<file path="src/rtl/spi_seq_pkg.sv">
// rtl/spi_seq_pkg.sv - shared FSM encoding and default register map for the SPI APB sequencer
// Contents: 4-bit sequencer state encoding, default SPI core register addresses,
//           default STATUS bit index of the "RX FIFO empty" flag.
package spi_seq_pkg;

   localparam int STATE_W = 4;

   localparam logic [6:0] ADDR_TXDATA_DEF = 7'h0C;
   localparam logic [6:0] ADDR_RXDATA_DEF = 7'h08;
   localparam logic [6:0] ADDR_STATUS_DEF = 7'h20;
   localparam int         RXEMPTY_BIT_DEF = 2;

   typedef enum logic [STATE_W-1:0] {
      ST_IDLE        = 4'd0,
      ST_WR_SETUP    = 4'd1,
      ST_WR_ACCESS   = 4'd2,
      ST_GAP1        = 4'd3,
      ST_POLL_SETUP  = 4'd4,
      ST_POLL_ACCESS = 4'd5,
      ST_GAP2        = 4'd6,
      ST_RD_SETUP    = 4'd7,
      ST_RD_ACCESS   = 4'd8,
      ST_RSP         = 4'd9
   } seq_state_e;

endpackage

</file>
<file path="src/rtl/spi_apb_sequencer_if.sv">
// rtl/spi_apb_sequencer_if.sv - command/response streams plus APB master bus of the sequencer
// Signals: cmd_valid/cmd_ready/cmd_data command stream, rsp_valid/rsp_ready/rsp_data/rsp_err
//          response stream, busy, PADDR/PSEL/PENABLE/PWRITE/PWDATA/PRDATA APB bus.
// Modports: master = sequencer side, slave = acquisition logic + SPI core side.
interface spi_apb_sequencer_if #(
   parameter int APB_DWIDTH = 8,
   parameter int FRAME_SIZE = 8
);
   logic                  cmd_valid;
   logic                  cmd_ready;
   logic [FRAME_SIZE-1:0] cmd_data;
   logic                  rsp_valid;
   logic                  rsp_ready;
   logic [FRAME_SIZE-1:0] rsp_data;
   logic                  rsp_err;
   logic                  busy;
   logic [6:0]            PADDR;
   logic                  PSEL;
   logic                  PENABLE;
   logic                  PWRITE;
   logic [APB_DWIDTH-1:0] PWDATA;
   logic [APB_DWIDTH-1:0] PRDATA;

   modport master (
      input  cmd_valid, cmd_data, rsp_ready, PRDATA,
      output cmd_ready, rsp_valid, rsp_data, rsp_err, busy,
             PADDR, PSEL, PENABLE, PWRITE, PWDATA
   );

   modport slave (
      output cmd_valid, cmd_data, rsp_ready, PRDATA,
      input  cmd_ready, rsp_valid, rsp_data, rsp_err, busy,
             PADDR, PSEL, PENABLE, PWRITE, PWDATA
   );
endinterface

</file>
<file path="src/rtl/spi_apb_master_if.sv">
// rtl/spi_apb_master_if.sv - two-phase APB driver with req/ack handshake and read-data capture
// Ports: PCLK, PRESETN (async active-low); req_i/write_i/addr_i/wdata_i request held for
//        SETUP+ACCESS; ack_o single-cycle pulse in ACCESS; rdata_o = PRDATA during a read ack,
//        else 0; psel_o/penable_o/pwrite_o/paddr_o/pwdata_o/prdata_i APB bus.
module spi_apb_master_if #(
   parameter int DWIDTH = 8
) (
   input  logic              PCLK,
   input  logic              PRESETN,
   input  logic              req_i,
   input  logic              write_i,
   input  logic [6:0]        addr_i,
   input  logic [DWIDTH-1:0] wdata_i,
   output logic              ack_o,
   output logic [DWIDTH-1:0] rdata_o,
   output logic              psel_o,
   output logic              penable_o,
   output logic              pwrite_o,
   output logic [6:0]        paddr_o,
   output logic [DWIDTH-1:0] pwdata_o,
   input  logic [DWIDTH-1:0] prdata_i
);
   logic access_q, access_d;

   // First cycle of a request is SETUP, second is ACCESS; the requester drops req after ack,
   // which guarantees an idle cycle before the next SETUP.
   assign access_d = req_i & ~access_q;

   always_ff @(posedge PCLK or negedge PRESETN) begin
      if (!PRESETN) access_q <= 1'b0;
      else          access_q <= access_d;
   end

   assign psel_o    = req_i;
   assign penable_o = req_i & access_q;
   assign ack_o     = req_i & access_q;
   assign pwrite_o  = req_i & write_i;
   assign paddr_o   = req_i ? addr_i : 7'd0;
   assign pwdata_o  = (req_i & write_i) ? wdata_i : '0;
   assign rdata_o   = (ack_o & ~write_i) ? prdata_i : '0;
endmodule

</file>
<file path="src/rtl/spi_apb_sequencer.sv">
// rtl/spi_apb_sequencer.sv - CPU-less APB master: write TXDATA, poll STATUS, read RXDATA, return word
// Optional macro: SPI_APB_SEQUENCER_TIMEOUT_EN bounds STATUS polling to TIMEOUT_CYCLES reads
//                 and reports a timeout as rsp_err=1 with rsp_data=0.
// Ports: PCLK clock; PRESETN async active-low reset;
//        bus (spi_apb_sequencer_if.master): cmd stream in, rsp stream out, busy, APB master.
module spi_apb_sequencer
   import spi_seq_pkg::*;
#(
   parameter int         APB_DWIDTH     = 8,
   parameter int         FRAME_SIZE     = 8,
   parameter logic [6:0] ADDR_TXDATA    = ADDR_TXDATA_DEF,
   parameter logic [6:0] ADDR_RXDATA    = ADDR_RXDATA_DEF,
   parameter logic [6:0] ADDR_STATUS    = ADDR_STATUS_DEF,
   parameter int         RXEMPTY_BIT    = RXEMPTY_BIT_DEF,
   parameter int         TIMEOUT_CYCLES = 1023
) (
   input logic                 PCLK,
   input logic                 PRESETN,
   spi_apb_sequencer_if.master bus
);
   seq_state_e            state_q, state_d;
   logic [FRAME_SIZE-1:0] cmd_q, cmd_d;
   logic [FRAME_SIZE-1:0] rsp_data_q, rsp_data_d;
   logic                  alive_q;
   logic                  cmd_ready_w, cmd_fire, rx_empty, poll_expired;
   logic                  req, wr, ack;
   logic [6:0]            addr;
   logic [APB_DWIDTH-1:0] wdata, rdata;

   // alive_q keeps cmd_ready low while reset is asserted even though the FSM sits in IDLE.
   assign cmd_ready_w   = alive_q & (state_q == ST_IDLE);
   assign cmd_fire      = bus.cmd_valid & cmd_ready_w;
   assign rx_empty      = rdata[RXEMPTY_BIT];
   assign bus.cmd_ready = cmd_ready_w;
   assign bus.rsp_valid = (state_q == ST_RSP);
   assign bus.rsp_data  = rsp_data_q;
   assign bus.busy      = (state_q != ST_IDLE);

`ifdef SPI_APB_SEQUENCER_TIMEOUT_EN
   logic [15:0] poll_cnt_q, poll_cnt_d;
   logic        rsp_err_q, rsp_err_d;

   // Expired on the poll that would make the empty-poll count reach TIMEOUT_CYCLES.
   assign poll_expired = (poll_cnt_q == 16'(TIMEOUT_CYCLES - 1));

   always_comb begin
      poll_cnt_d = poll_cnt_q;
      rsp_err_d  = rsp_err_q;
      if (cmd_fire) begin
         poll_cnt_d = 16'd0;
         rsp_err_d  = 1'b0;
      end else if (state_q == ST_POLL_ACCESS && ack && rx_empty) begin
         poll_cnt_d = poll_cnt_q + 16'd1;
         if (poll_expired) rsp_err_d = 1'b1;
      end
   end

   always_ff @(posedge PCLK or negedge PRESETN) begin
      if (!PRESETN) begin
         poll_cnt_q <= 16'd0;
         rsp_err_q  <= 1'b0;
      end else begin
         poll_cnt_q <= poll_cnt_d;
         rsp_err_q  <= rsp_err_d;
      end
   end

   assign bus.rsp_err = rsp_err_q;
`else
   assign poll_expired = 1'b0;
   assign bus.rsp_err  = 1'b0;
`endif

   always_comb begin
      state_d    = state_q;
      cmd_d      = cmd_q;
      rsp_data_d = rsp_data_q;
      req        = 1'b0;
      wr         = 1'b0;
      addr       = 7'd0;
      wdata      = '0;
      case (state_q)
         ST_IDLE: begin
            if (cmd_fire) begin
               cmd_d   = bus.cmd_data;
               state_d = ST_WR_SETUP;
            end
         end
         ST_WR_SETUP, ST_WR_ACCESS: begin
            req   = 1'b1;
            wr    = 1'b1;
            addr  = ADDR_TXDATA;
            wdata = APB_DWIDTH'(cmd_q);
            if (state_q == ST_WR_SETUP) state_d = ST_WR_ACCESS;
            else if (ack)               state_d = ST_GAP1;
         end
         ST_GAP1: state_d = ST_POLL_SETUP;
         ST_POLL_SETUP, ST_POLL_ACCESS: begin
            req  = 1'b1;
            addr = ADDR_STATUS;
            if (state_q == ST_POLL_SETUP) state_d = ST_POLL_ACCESS;
            else if (ack) begin
               if (!rx_empty) state_d = ST_GAP2;
               else if (poll_expired) begin
                  rsp_data_d = '0;
                  state_d    = ST_RSP;
               end else state_d = ST_GAP1;
            end
         end
         ST_GAP2: state_d = ST_RD_SETUP;
         ST_RD_SETUP, ST_RD_ACCESS: begin
            req  = 1'b1;
            addr = ADDR_RXDATA;
            if (state_q == ST_RD_SETUP) state_d = ST_RD_ACCESS;
            else if (ack) begin
               rsp_data_d = rdata[FRAME_SIZE-1:0];
               state_d    = ST_RSP;
            end
         end
         ST_RSP: if (bus.rsp_ready) state_d = ST_IDLE;
         default: state_d = ST_IDLE;
      endcase
   end

   always_ff @(posedge PCLK or negedge PRESETN) begin
      if (!PRESETN) begin
         state_q    <= ST_IDLE;
         cmd_q      <= '0;
         rsp_data_q <= '0;
         alive_q    <= 1'b0;
      end else begin
         state_q    <= state_d;
         cmd_q      <= cmd_d;
         rsp_data_q <= rsp_data_d;
         alive_q    <= 1'b1;
      end
   end

   spi_apb_master_if #(.DWIDTH(APB_DWIDTH)) u_apb (
      .PCLK      (PCLK),
      .PRESETN   (PRESETN),
      .req_i     (req),
      .write_i   (wr),
      .addr_i    (addr),
      .wdata_i   (wdata),
      .ack_o     (ack),
      .rdata_o   (rdata),
      .psel_o    (bus.PSEL),
      .penable_o (bus.PENABLE),
      .pwrite_o  (bus.PWRITE),
      .paddr_o   (bus.PADDR),
      .pwdata_o  (bus.PWDATA),
      .prdata_i  (bus.PRDATA)
   );
endmodule
</file>
<file path="src/flat_wrapper.sv">
// flat-port wrapper written by rule: the top's interface ports become plain ports
module spi_apb_sequencer_flat import spi_seq_pkg::*;
#(
   parameter int         APB_DWIDTH     = 8,
   parameter int         FRAME_SIZE     = 8,
   parameter logic [6:0] ADDR_TXDATA    = ADDR_TXDATA_DEF,
   parameter logic [6:0] ADDR_RXDATA    = ADDR_RXDATA_DEF,
   parameter logic [6:0] ADDR_STATUS    = ADDR_STATUS_DEF,
   parameter int         RXEMPTY_BIT    = RXEMPTY_BIT_DEF,
   parameter int         TIMEOUT_CYCLES = 1023
)
  (PCLK, PRESETN, bus_cmd_valid, bus_cmd_data, bus_rsp_ready, bus_PRDATA, bus_cmd_ready, bus_rsp_valid, bus_rsp_data, bus_rsp_err, bus_busy, bus_PADDR, bus_PSEL, bus_PENABLE, bus_PWRITE, bus_PWDATA);
  spi_apb_sequencer_if #(.APB_DWIDTH(APB_DWIDTH), .FRAME_SIZE(FRAME_SIZE)) bus_i ();
  input logic PCLK;
  input logic PRESETN;
  input wire logic [$bits(bus_i.cmd_valid)-1:0] bus_cmd_valid;
  input wire logic [$bits(bus_i.cmd_data)-1:0] bus_cmd_data;
  input wire logic [$bits(bus_i.rsp_ready)-1:0] bus_rsp_ready;
  input wire logic [$bits(bus_i.PRDATA)-1:0] bus_PRDATA;
  output wire logic [$bits(bus_i.cmd_ready)-1:0] bus_cmd_ready;
  output wire logic [$bits(bus_i.rsp_valid)-1:0] bus_rsp_valid;
  output wire logic [$bits(bus_i.rsp_data)-1:0] bus_rsp_data;
  output wire logic [$bits(bus_i.rsp_err)-1:0] bus_rsp_err;
  output wire logic [$bits(bus_i.busy)-1:0] bus_busy;
  output wire logic [$bits(bus_i.PADDR)-1:0] bus_PADDR;
  output wire logic [$bits(bus_i.PSEL)-1:0] bus_PSEL;
  output wire logic [$bits(bus_i.PENABLE)-1:0] bus_PENABLE;
  output wire logic [$bits(bus_i.PWRITE)-1:0] bus_PWRITE;
  output wire logic [$bits(bus_i.PWDATA)-1:0] bus_PWDATA;
  assign bus_i.cmd_valid = bus_cmd_valid;
  assign bus_i.cmd_data = bus_cmd_data;
  assign bus_i.rsp_ready = bus_rsp_ready;
  assign bus_i.PRDATA = bus_PRDATA;
  assign bus_cmd_ready = bus_i.cmd_ready;
  assign bus_rsp_valid = bus_i.rsp_valid;
  assign bus_rsp_data = bus_i.rsp_data;
  assign bus_rsp_err = bus_i.rsp_err;
  assign bus_busy = bus_i.busy;
  assign bus_PADDR = bus_i.PADDR;
  assign bus_PSEL = bus_i.PSEL;
  assign bus_PENABLE = bus_i.PENABLE;
  assign bus_PWRITE = bus_i.PWRITE;
  assign bus_PWDATA = bus_i.PWDATA;
  spi_apb_sequencer #(.APB_DWIDTH(APB_DWIDTH), .FRAME_SIZE(FRAME_SIZE), .ADDR_TXDATA(ADDR_TXDATA), .ADDR_RXDATA(ADDR_RXDATA), .ADDR_STATUS(ADDR_STATUS), .RXEMPTY_BIT(RXEMPTY_BIT), .TIMEOUT_CYCLES(TIMEOUT_CYCLES)) u_core (.PCLK(PCLK), .PRESETN(PRESETN), .bus(bus_i));
endmodule
</file>
<file path="config.mk">
export PLATFORM = sky130hd
export DESIGN_NAME = spi_apb_sequencer_flat
export DESIGN_NICKNAME = d
export VERILOG_FILES = /design/src/rtl/spi_seq_pkg.sv /design/src/rtl/spi_apb_sequencer_if.sv /design/src/rtl/spi_apb_master_if.sv /design/src/rtl/spi_apb_sequencer.sv /design/src/flat_wrapper.sv
export SDC_FILE = /design/constraint.sdc
export NUM_CORES = 1
export LEC_CHECK = 0
export CORE_ASPECT_RATIO = 1.5
export CORE_MARGIN = 8
export CORE_UTILIZATION = 41
export CTS_CLUSTER_DIAMETER = 100
export CTS_CLUSTER_SIZE = 20
export DETAILED_ROUTE_END_ITERATION = 16
export PLACE_DENSITY = 0.74
export SLEW_MARGIN = 30
export SYNTH_ARGS = -nofsm -noshare
export SYNTH_HDL_FRONTEND = slang
export SYNTH_SLANG_ARGS = --single-unit
</file>
<file path="constraint.sdc">
create_clock -name PCLK -period 2.15 [get_ports PCLK]
set_input_delay 0.5375 -clock PCLK [delete_from_list [all_inputs] [get_ports PCLK]]
set_output_delay 0.5375 -clock PCLK [all_outputs]
set_load 0.02 [all_outputs]
</file>
==> results of run 1 <==
-- routing by layer --
| layer | vias to the layer above | share of wire | global-route usage |
|---|---|---|---|
| met5 | - | 0 | 0 |
| met4 | 0 | 0.016 | 0.05769 |
| li1 | 450 | - | - |
| met1 | 455 | 0.34 | 0.1307 |
| met3 | 5 | 0.084 | 0.05687 |
| met2 | 31 | 0.56 | 0.2267 |
-- sequential cells by signal, summed over array words and instances (netlist names) --
| register | flops |
|---|---|
| u_core.bus.rsp_data | 8 |
| u_core.cmd_q | 8 |
| u_core.state_q | 4 |
| u_core.alive_q | 1 |
| u_core.u_apb.access_q | 1 |
-- layout make-up --
| class | instances | area, µm² | share of cell area |
|---|---|---|---|
| Multi-Input combinational cell | 72 | 594.3 | 0.3296 |
| Timing Repair Buffer | 60 | 553.0 | 0.3067 |
| Sequential cell | 22 | 550.5 | 0.3053 |
| Clock buffer | 4 | 55.05 | 0.03053 |
| Tap cell | 37 | 46.29 | 0.02568 |
| Inverter | 1 | 3.754 | 0.002082 |
-- cell usage in the layout, fill, tap and decap left out, types with 2 or more instances in the layout --
master           Yosys  final
or3_1                2      2
nor2_1               4      4
buf_4                9     14
o22ai_1              2      2
dfrtp_1             22     22
mux2_2              17     17
nor3_1               2      2
nand2b_4             0      2
clkdlybuf4s50_1      0     27
clkbuf_8             0      4
buf_6                1     12
conb_1               2      6
and2_4               0      9
a21o_1               2      2
a21oi_1              3      3
nand2_1              6      6
dlygate4sd2_1        0      2
buf_2                1      5
-- cell usage after synthesis, drive strengths merged (2+ instances only) --
cell type,count
dfrtp,22
mux2,18
buf,11
and2,10
nand2,6
nor2,5
nor3,4
a21oi,3
nand2b,3
a21o,2
conb,2
o22ai,2
or3,2
-- cell families after synthesis --
logic type             count (synthesis)
buffers and inverters                 12
other                                  2
AOI/OAI and AO/OA                     13
muxes                                 18
DFF                                   22
and+or+nand+nor                       35
-- power by group --
part           total [mW]  internal [mW]  switching [mW]  leakage [nW]
Combinational        1.96           1.02           0.939         0.518
Clock               0.298          0.163           0.134        0.0288
Sequential          0.735          0.616           0.119         0.264
-- repair_timing --
action,4_1_cts,5_1_grt
pin swaps,0,8
endpoints found under the setup margin,17,14
buffers inserted,1,1
hold buffers,0,0
gates resized for setup,63,38
gates cloned,0,1
-- path summary, 6_finish.rpt --
| kind | start | end | slack, ns | cells past startpoint |
|---|---|---|---|---|
| min in group asynchronous | PRESETN | u_core.cmd_q[2] | 0.61 | 2 |
| min reg2reg | u_core.bus.rsp_data[5] | u_core.bus.rsp_data[5] | 0.51 | 1 |
| max reg2reg | u_core.state_q[0] | u_core.cmd_q[4] | 0.33 | 7 |
| max | u_core.state_q[1] | bus_PWDATA[5] | 0.02 | 6 |
| max in group asynchronous | PRESETN | u_core.state_q[2] | 1.31 | 2 |
| min | u_core.bus.rsp_data[5] | u_core.bus.rsp_data[5] | 0.51 | 1 |
-- critical path: stages, from the launching register on --
cell      delay, ns
dfrtp_1        0.41
nand2b_4       0.15
and2_4         0.17
nor3_4         0.20
buf_6          0.15
and2_4         0.14
buf_6          0.11
==> results by group, run 1 <==
Status
  • Status: finished clean

Global routing
  • Total grt overflow: 0
  • Antenna violations before repair: 0
  • First-pass GRT wire length: 4871 µm
  • Number of global-route vias before repair: 1018
  • Pin count of the biggest net entering global routing: 23
  • GR Util All Layers: 0.1305

Timing
  • Fmax: 469.4 MHz
  • Hold slack: 0.5084 ns
  • Final Max Slew Viols: 0
  • Tmin final: 2.130 ns
  • Setup-failing EPs final: 0
  • Final worst path period share: 0.9909
  • Worst setup margin: 0.01960 ns
  • Setup TNS Final: 0 ns
  • Clk_skew: 0.006630 ns
  • Hold Fails Final Rpt: 0
  • RSZ-0062 raised after global routing: yes

Synthesis
  • Synth Instances: 102
  • Synth Cell Area: 1161 µm²
  • Seq/Total Area, Yosys: 0.4741
  • Yosys cell types: 30
  • Asr flop ratio synth: 1.000
  • Post-Synth Simple-Gate Area: 0.1918
  • Mux cell area share after synthesis: 0.1746
  • Synth area leaders: dfrtp_1, mux2_2, buf_4, and2_1, nand2_1
  • Number of enable flip-flop cells after synthesis: 0
  • Largest family of logic cells by synthesized area: simple AND/OR/NAND/NOR gates
  • Ys flop type: dfrtp_1
  • Area leader, netlist: dfrtp_1
  • Synth Area in Compound Gates: 0.07759
  • #FFs+latches synth: 22
  • Adder-Cell Fraction of Synth Area: 0
  • Yosys warnings: 0
  • XOR/XNOR share of the synthesized area: 0
  • Post-synth top area share: 0.4741
  • Average size of a mapped cell: 11.38 µm²

Detailed routing
  • Drt drc: 0
  • Drt wl/cell: 15.32 µm
  • DR vias: 941
  • Vias per std cell: 4.801
  • Drt initial violations: 12
  • Routed wire length: 3003 µm
  • Pre-antenna DRT Iters: 4
  • Antenna viol nets, final: 0

Die
  • Core ar.: 2676 µm²
  • Die height: 81.18 µm
  • Die Area: 4826 µm²
  • Initial Util: 0.4338
  • Die width: 59.45 µm
  • I/O pin count: 50
  • # rows: 23

Setup path
  • Worst Setup End Kind: output pin
  • Worst-path fanout max: 5
  • Setup CP Type: flop to output pin
  • Startpoint Class: flop
  • CP Data Arrival Time: 1.59 ns
  • CP required: 1.61 ns

Cells and area
  • Final core occ: 0.6737
  • Fillers: 214
  • Layout area overhead: 55.28%
  • # diodes: 0
  • Share of layout cells above drive strength 1: 0.4465
  • Post-route design area: 1803 µm²
  • Final std cells w/o fill: 196
  • Nets: 180

Placed design
  • Placed inst area: 1677 µm²
  • Final HPWL DP: 2307 µm
  • Port Buffers: 44
  • Final GP Congestion: 0.8637
  • Worst slack, placed: -0.2286 ns
  • Post-Place Cells: 189

Clocking
  • Cts bufs inserted: 3
  • CTS Root Cell: clkbuf_8
  • Clk slew on worst S/H paths: 0.08 ns
  • CTS tree: done
  • Clock H-tree levels: 1
  • Clock Path Buffers: 2
  • Clock sinks: 22
  • Worst-Skew Late Latency: 0.27 ns

Hold path
  • Hold Crit Class: flop to flop

Power
  • Power Total: 2.995 mW
  • Worst vdd ir: 0.0008952 V
  • Power Dens Cells: 1661 nW/µm²
  • Pleak: 0.8103 nW

Job
  • Max Cap Viol: 0
Power figures use the tool's default switching activity.
==> inputs of run 2 (changes only) <==
Settings changed: CORE_UTILIZATION 41 to 43, CTS_BUF_LIST set to sky130_fd_sc_hd__clkbuf_2 sky130_fd_sc_hd__clkbuf_4 sky130_fd_sc_hd__clkbuf_8, PLACE_DENSITY 0.74 to 0.77.
==> results by group, run 2 (synthesis results as in run 1) <==
Setup path
  • Startpoint Class: flop
  • Worst r2r src: u_core.state_q[2]
  • Reg2reg setup slack: 0.36 ns
  • Setup CP Type: flop to output pin
  • Worst-path fanout max: 5
  • Cell Chain, Critical Path: nand2b_4 > and2_4 > nor3_4 > buf_6 > and2_4 > buf_6
  • CP Data Arrival Time: 1.60 ns
  • CP required: 1.61 ns
  • Critical Path Max Stage Delay: 0.45 ns
  • CP max stage cell: dfrtp_2
  • Worst Setup End Kind: output pin
  • Length in cells of the worst reg-to-reg path: 6
  • Crit Reg-Reg Endpoint: u_core.cmd_q[7]

Timing
  • Setup TNS Final: 0 ns
  • Final worst path period share: 0.9933
  • Hold Fails Final Rpt: 0
  • Hold slack: 0.5085 ns
  • RSZ-0062 raised after global routing: yes
  • Setup-failing EPs final: 0
  • Clk_skew: 0.003818 ns
  • Fmax: 468.2 MHz
  • Final Max Slew Viols: 0
  • Tmin final: 2.136 ns

Global routing
  • GR Util All Layers: 0.1400
  • Antenna violations before repair: 0
  • Pin count of the biggest net entering global routing: 23
  • First-pass GRT wire length: 5037 µm
  • Total grt overflow: 0
  • Number of global-route vias before repair: 1112

Placed design
  • Port Buffers: 44
  • Final GP Congestion: 0.8708
  • Final HPWL DP: 2255 µm
  • Placed inst area: 1684 µm²

Job
  • Max Cap Viol: 0

Detailed routing
  • DR vias: 978
  • Antenna viol nets, final: 0
  • Drt wl/cell: 15.54 µm
  • Vias per std cell: 4.890
  • Pre-antenna DRT Iters: 4
  • Drt initial violations: 8
  • Drt drc: 0
  • Routed wire length: 3108 µm

Die
  • Die width: 58.43 µm
  • I/O pin count: 50
  • # rows: 23
  • Die height: 79.64 µm
  • Core ar.: 2619 µm²
  • Die Area: 4653 µm²
  • Initial Util: 0.4434

Power
  • Worst vdd ir: 0.0009734 V
  • Power Total: 3.170 mW
  • Power Dens Cells: 1703 nW/µm²
  • Pleak: 0.8388 nW

Cells and area
  • Nets: 184
  • Post-route design area: 1862 µm²
  • Area of the multi-input gates: 601.8 µm²
  • Share of layout cells above drive strength 1: 0.4724
  • Highest-count cells in the layout ignoring fill and taps: clkdlybuf4s50_1, dfrtp_1, mux2_2, buf_4, buf_6
  • Layout area overhead: 60.35%
  • Commonest non-fill, non-tap cell in the layout: clkdlybuf4s50_1
  • # diodes: 0
  • Sequential standard cell area: 551.8 µm²
  • Final core occ: 0.7109
  • Fillers: 189

Clocking
  • Clock sinks: 22
  • Worst-Skew Late Latency: 0.27 ns
  • Cts hold-fix bufs: 0
  • CTS Root Cell: clkbuf_8
  • Clock H-tree levels: 1
  • CTS tree: done
  • Cts bufs inserted: 3
  • Clock Path Buffers: 2
  • Clk slew on worst S/H paths: 0.08 ns

Hold path
  • Hold Crit Class: flop to flop
  • Hold Path Origin: u_core.bus.rsp_data[6]
  • Worst Hold Path EP: u_core.bus.rsp_data[6]
  • Hold path depth: 1

Status
  • Status: finished clean
-- run 2: cell count changes in the layout (fill, tap and decap cells not counted), sizes merged --
cell | previous run | this run
buf | 31 | 35
bufinv | 0 | 1
clkbuf | 4 | 3
-- run 2: cell type report --
type                    instances  share of cell area
clock inverters                 1             0.01613
multi-input cells              72              0.3233
repair buffers                 64              0.3152
inverters                       1            0.002016
well taps                      37             0.02487
flip-flops and latches         22              0.2964
clock buffers                   3             0.02218
-- run 2: critical path, delay by kind of cell, from the launching register on --
| family | cells | cell delay [ns] |
|---|---|---|
| DFF | 1 | 0.45 |
| and+or+nand+nor | 4 | 0.62 |
| buffers and inverters | 2 | 0.26 |
-- run 2: timing repair --
action                                  in CTS  in global routing
pin swaps                                   12                  3
gates cloned                                 1                  0
endpoints found under the setup margin      17                 13
resized for setup                           99                  7
setup buffers                                3                  2
-- run 2: worst max-delay path by stage --
stage	startpoint	to	slack, ns	cells after the start
final	u_core.state_q[1]	bus_PWDATA[2]	0.01	6
after global routing	u_core.state_q[1]	bus_PWDATA[2]	-0.08	6
after CTS	u_core.state_q[1]	bus_PWDATA[5]	-0.02	6
after detailed placement	u_core.state_q[0]	bus_PWDATA[5]	-0.24	7
after global placement	u_core.state_q[0]	bus_PENABLE	-0.19	5
after floorplan	u_core.state_q[0]	bus_PWDATA[0]	0.11	4
-- run 2: per-layer routing --
layer  part of all wire  global-route usage  vias to the layer above
met1               0.34              0.1358                      467
met2               0.56              0.2395                       37
met3              0.079             0.06935                        9
met4              0.024             0.06650                        0
met5                  0                   0                        -
li1                   -                   -                      465
-- run 2: report_power, final --
part,switching (mW),internal [mW]
Clock,0.144,0.249
Sequential,0.121,0.617
Combinational,0.966,1.07
Total,1.23,1.94
-- run 2: per-stage QoR --
stage | worst slack [ns] | instances
final | 0.01434 | 200
after global routing | -0.07614 | 200
after CTS | -0.02275 | 198
after detailed placement | -0.2411 | 190
after global placement | -0.1860 | 190
after floorplan | 0.1115 | 106
